File: config.mk
export PLATFORM = sky130hd
export DESIGN_NAME = stage_complete
export DESIGN_NICKNAME = d
export VERILOG_FILES = /design/src/rtl/stage_complete_pkg.sv /design/src/rtl/stage_complete_rr_arbiter.sv /design/src/rtl/stage_complete.sv
export SDC_FILE = /design/constraint.sdc
export NUM_CORES = 1
export LEC_CHECK = 0
export BUFFER_PORTS_ARGS = -buffer_cell sky130_fd_sc_hd__buf_4
export CELL_PAD_IN_SITES_DETAIL_PLACEMENT = 0
export CELL_PAD_IN_SITES_GLOBAL_PLACEMENT = 1
export CORE_AREA = 2 2 281 172
export CTS_CLUSTER_DIAMETER = 100
export DETAILED_ROUTE_END_ITERATION = 16
export DIE_AREA = 0 0 283 174
export PLACE_DENSITY_LB_ADDON = 0.1
export SLEW_MARGIN = 20
export SYNTH_ARGS = -nofsm -noshare
export SYNTH_HDL_FRONTEND = slang
export SYNTH_SLANG_ARGS = --single-unit
File: constraint.sdc
create_clock -name clock -period 18.3 [get_ports clock]
set_clock_uncertainty 0.15 [all_clocks]
set_input_delay 3.66 -clock clock [delete_from_list [all_inputs] [get_ports clock]]
set_output_delay 3.66 -clock clock [all_outputs]
set_load 0.05 [all_outputs]
File: src/rtl/stage_complete_pkg.sv
// Shared definitions for the complete stage: result packet layout, FU source ids, widths.
package stage_complete_pkg;

  localparam int unsigned NUM_SRC    = 5;
  localparam int unsigned XLEN       = 32;
  localparam int unsigned PREG_IDX_W = 6;
  localparam int unsigned ROB_IDX_W  = 5;
  localparam int unsigned SRC_IDX_W  = $clog2(NUM_SRC);

  typedef enum logic [SRC_IDX_W-1:0] {
    FU_ALU,
    FU_MULT,
    FU_LOAD,
    FU_STORE,
    FU_BRANCH
  } fu_src_e;

  typedef struct packed {
    logic [XLEN-1:0]       value;
    logic [PREG_IDX_W-1:0] dest_preg;
    logic [ROB_IDX_W-1:0]  rob_idx;
    logic                  take_branch;
    logic [XLEN-1:0]       target;
    logic                  halt;
  } CO_PKT;

endpackage

File: src/rtl/stage_complete_rr_arbiter.sv
// Combinational round-robin arbiter: first request at or after ptr, scanning circularly.
module rr_arbiter #(
  parameter int unsigned N = 5,
  parameter int unsigned W = $clog2(N)
) (
  input  logic [N-1:0] req,
  input  logic [W-1:0] ptr,
  output logic [N-1:0] grant,
  output logic [W-1:0] idx,
  output logic         valid
);

  always_comb begin : arb
    int unsigned k;
    k     = 0;
    grant = '0;
    idx   = '0;
    valid = 1'b0;
    for (int unsigned off = 0; off < N; off++) begin
      k = (32'(ptr) + off) % N;
      if (!valid && req[k[W-1:0]]) begin
        valid           = 1'b1;
        idx             = k[W-1:0];
        grant[k[W-1:0]] = 1'b1;
      end
    end
  end

endmodule

File: src/rtl/stage_complete.sv
// Complete stage: one result slot per FU class, round-robin drained onto the CDB / ROB port.
module stage_complete
  import stage_complete_pkg::*;
(
  input  logic                      clock,
  input  logic                      reset,
  input  logic                      squash,
  input  logic [NUM_SRC-1:0]        fu_done,
  input  CO_PKT [NUM_SRC-1:0]       fu_result,
  output logic [NUM_SRC-1:0]        fu_ack,
  output logic                      cdb_valid,
  output logic                      cdb_tag_valid,
  output logic [PREG_IDX_W-1:0]     cdb_tag,
  output logic [XLEN-1:0]           cdb_value,
  output logic                      rob_complete,
  output logic [ROB_IDX_W-1:0]      rob_idx,
  output logic                      rob_take_br,
  output logic [XLEN-1:0]           rob_target,
  output logic                      rob_halt
);

  logic [NUM_SRC-1:0]   r_slot_v;
  CO_PKT [NUM_SRC-1:0]  r_slot;
  logic [SRC_IDX_W-1:0] r_rr_ptr;

  logic [NUM_SRC-1:0]   w_grant;
  logic [SRC_IDX_W-1:0] w_gidx;
  logic                 w_gvalid;
  CO_PKT                w_sel;

  // Arbitration sees only registered slot state, so no input reaches the CDB in the same cycle.
  rr_arbiter #(
    .N (NUM_SRC),
    .W (SRC_IDX_W)
  ) u_arb (
    .req   (r_slot_v),
    .ptr   (r_rr_ptr),
    .grant (w_grant),
    .idx   (w_gidx),
    .valid (w_gvalid)
  );

  assign fu_ack = (reset || squash) ? '0 : (fu_done & (~r_slot_v | w_grant));

  assign w_sel         = w_gvalid ? r_slot[w_gidx] : '0;
  assign cdb_valid     = w_gvalid && !squash;
  assign rob_complete  = cdb_valid;
  assign cdb_tag_valid = cdb_valid && (w_sel.dest_preg != '0);
  assign cdb_tag       = w_sel.dest_preg;
  assign cdb_value     = w_sel.value;
  assign rob_idx       = w_sel.rob_idx;
  assign rob_take_br   = w_sel.take_branch;
  assign rob_target    = w_sel.target;
  assign rob_halt      = w_sel.halt;

  // Granted slot drains; a simultaneous ack refills it in the same edge.
  always_ff @(posedge clock or posedge reset) begin
    if (reset) begin
      r_slot_v <= '0;
      r_rr_ptr <= '0;
    end else if (squash) begin
      r_slot_v <= '0;
    end else begin
      r_slot_v <= (r_slot_v & ~w_grant) | fu_ack;
      if (w_gvalid)
        r_rr_ptr <= (w_gidx == SRC_IDX_W'(NUM_SRC - 1)) ? '0 : w_gidx + 1'b1;
    end
  end

  always_ff @(posedge clock or posedge reset) begin
    if (reset) begin
      r_slot <= '0;
    end else begin
      for (int unsigned i = 0; i < NUM_SRC; i++)
        if (fu_ack[i]) r_slot[i] <= fu_result[i];
    end
  end

endmodule

==> metrics <==
Max Transition Viols Final 0; initial antenna violation count 9; RD Place Congestion 0.890; CTS Hold Bufs 0; M1 wire length 28.3 mm; GR Overflow Total 0; largest area contributor in the netlist dfrtp_1; Setup WS post-layout 6.00 ns; Startpoint Class flip-flop; routed via count 14700; CTS resizes 0; Netlist cell types 83; area of the multi-input gates 9450 sq um; Fin Hold WS 0.337 ns; most frequent CP cell buf_4; Buffers on Ports 477; Tcrit/Tclk final 0.672; EDFF count, synth 0; HP Class flip-flop to flip-flop; CP max stage delay 0.72 ns; drt total wl 63.1 mm; CP Capture Type output port; DRC violations left 0; post-CTS setup buffer count 0; Synth area leaders dfrtp_1 (50%), mux2_2 (25%), mux2i_1 (4.3%), nand2_1 (3.2%), o211ai_1 (2.8%); worst-path cell chain buf_4, inv_1, ha_1, inv_2, ha_1, nor2_1, a21oi_2, xnor2_1, ha_1, inv_1, o21a_1, o21a_1, or3_1, and3_1, o2111ai_4, nand3_1, a21oi_4, buf_4, buf_4, mux2_2, a22oi_1, o21ai_0, o31a_1, buf_4; Slew HR 0.333; Fin Setup TNS 0 ns; total clock buffers created by CTS 40; clock latency on the worst-skew pair 0.55 ns; # setup viols final 0; met2 wire len 29.5 mm; Final Hold Vio Count 0; Routed Antenna Nets 0; Worst Max-Slew Pin Slew 1.00 ns; row cnt 62; Top Ports 478; worst slack, placed 6.60 ns; nets@finish 2463; outcome finished, final reports clean; Yosys warnings 0; P&R area growth vs syn 27.8%; RSZ-0062 raised after global routing no; FF+latch count, synth 393; Total GRT Usage 0.253; highest routed metal layer met5; syn_area_per_cell 12.3 sq um; Max Cap Violations 0; crit path max fanout 49; Vias/cell 5.38; top-area cell type share of the netlist area 0.496; ys flop type dfrtp_1; Core Area 46900 sq um; Critical Path RT 14.49 ns; largest net degree at the start of global routing 145; Synth Instances 1614; H-tree Lvls 2; CTS tree yes; layout cells sized above 1 0.495; detailed placer's ending HPWL 43.8 mm; CP max stage cell buf_4; Post-Syn Area 19800 sq um; Initial Util 0.422; Critical path buffers and inverters 7; metal3 WL 3.74 mm; FF/Latch Area 9830 sq um; first-pass GRT wire length 95.9 mm; critical path class flip-flop to output port; DR pass1 iterations 5; Seq/Total Area, Yosys 0.496; post-layout util 0.540; Die W 283 microns; Routed WL per cell 23.2 microns; fillcell total 4174; CTS clk-pin slew, worst paths 0.06 ns; total die area 49200 sq um; root buf cell clkbuf_16; initial DRC count 845; post-synthesis async set-or-reset flop share 1.00; Post-Synthesis Net Count 2032; min cycle time layout 12.30 ns; clock sinks 393; Fmax 81.3 MHz; arrival time worst endpoint 8.49 ns; Die Y-Extent 174 microns; CP delay by family, top buffers and inverters; Bufs on Longest Clock Path 3; vias in the first global route 15800
==> final timing paths <==
| kind | from | to | slack, ns | cells after the start |
|---|---|---|---|---|
| hold reg to reg | r_slot[310]$_DFFE_PP0P_ | r_slot[310]$_DFFE_PP0P_ | 0.34 | 1 |
| setup reg to reg | r_rr_ptr[0]$_DFFE_PP0P_ | r_slot[330]$_DFFE_PP0P_ | 10.26 | 22 |
| setup / recovery | r_rr_ptr[0]$_DFFE_PP0P_ | cdb_tag_valid | 6.00 | 24 |
| min in group asynchronous | reset | r_slot[82]$_DFFE_PP0P_ | 3.13 | 2 |
| max in group asynchronous | reset | r_slot[176]$_DFFE_PP0P_ | 12.82 | 4 |
| hold / removal | r_slot[310]$_DFFE_PP0P_ | r_slot[310]$_DFFE_PP0P_ | 0.34 | 1 |
==> logic make-up (layout without fill, tap and decap cells) <==
kind of cell | after synthesis | after routing | share of synthesized area
AO/OA/AOI/OAI | 253 | 253 | 0.0895
multiplexers | 548 | 548 | 0.306
buffers and inverters | 138 | 599 | 0.0307
other | 0 | 8 | 0
flip-flops | 393 | 393 | 0.496
adder cells (fa/ha/maj) | 25 | 25 | 0.0162
AND/OR/NAND/NOR | 248 | 248 | 0.0561
XOR/XNOR | 9 | 9 | 0.00530
==> layout make-up <==
type,count,area share
sequential,393,0.388
multi-input combinational,1083,0.373
timing repair buffer,499,0.149
clock buffer,63,0.0489
tap,640,0.0316
inverter,28,0.00454
clock inverter,9,0.00440
antenna,8,0.000790
==> worst register-to-register path, cell delays in order (launching register included) <==
cell	delay [ns]
dfrtp_1	0.32
buf_4	0.30
inv_1	0.38
ha_1	0.70
inv_2	0.18
ha_1	0.26
nor2_1	0.20
a21oi_2	0.09
xnor2_1	0.37
ha_1	0.27
nand2b_1	0.09
a211oi_1	0.38
o21ai_1	0.17
a211oi_1	0.31
a41oi_1	0.17
o311a_1	0.51
and2b_1	0.25
a211o_4	0.53
nand2_1	0.19
and3_4	0.50
buf_4	0.50
buf_4	0.63
mux2_2	0.45
==> metrics by stage <==
stage / cells / cell area [sq um]
floorplan: 1614 / 19800
global placement: 2643 / 24000
detailed placement: 2643 / 24000
CTS: 2715 / 25300
global route: 2721 / 25300
finish: 2723 / 25300
==> layout by cell type (no fill, tap or decap), types with 7 or more instances in the layout <==
| cell type | count |
|---|---|
| mux2_1 | 29 |
| mux2_2 | 432 |
| clkbuf_1 | 10 |
| clkbuf_16 | 42 |
| a21oi_1 | 86 |
| buf_4 | 497 |
| o21a_1 | 7 |
| nand2_1 | 169 |
| nand3_1 | 10 |
| clkbuf_8 | 11 |
| nor2_1 | 15 |
| ha_1 | 24 |
| nor3_1 | 10 |
| dfrtp_1 | 393 |
| inv_1 | 23 |
| diode_2 | 8 |
| mux2i_1 | 86 |
| o211ai_1 | 73 |
| o21ai_0 | 13 |
==> sequential cells by signal (all words and copies together), names as in the netlist <==
name / cells
r_slot_v: 5
r_rr_ptr: 3
r_slot: 385
==> Yosys cell counts, types with 7 or more instances <==
master    number
o21a_1         7
o21ai_0       13
dfrtp_1      393
nor3_1        10
mux2_1        29
mux2i_1       86
nor2_1        16
clkbuf_1      44
buf_1         12
buf_4          7
o211ai_1      73
a21oi_1       86
nand3_1       10
buf_2         46
mux2_2       432
inv_1         25
nand2_1      169
ha_1          24
==> metal layers <==
metal | up-vias | global-route usage
met5 | - | 0.0154
met4 | 4 | 0.0614
met3 | 81 | 0.0667
met2 | 385 | 0.410
met1 | 7487 | 0.336
li1 | 6699 | -
Power is not shown: default switching activity piles up to over one toggle a cycle in this logic, so the estimate is an artifact.
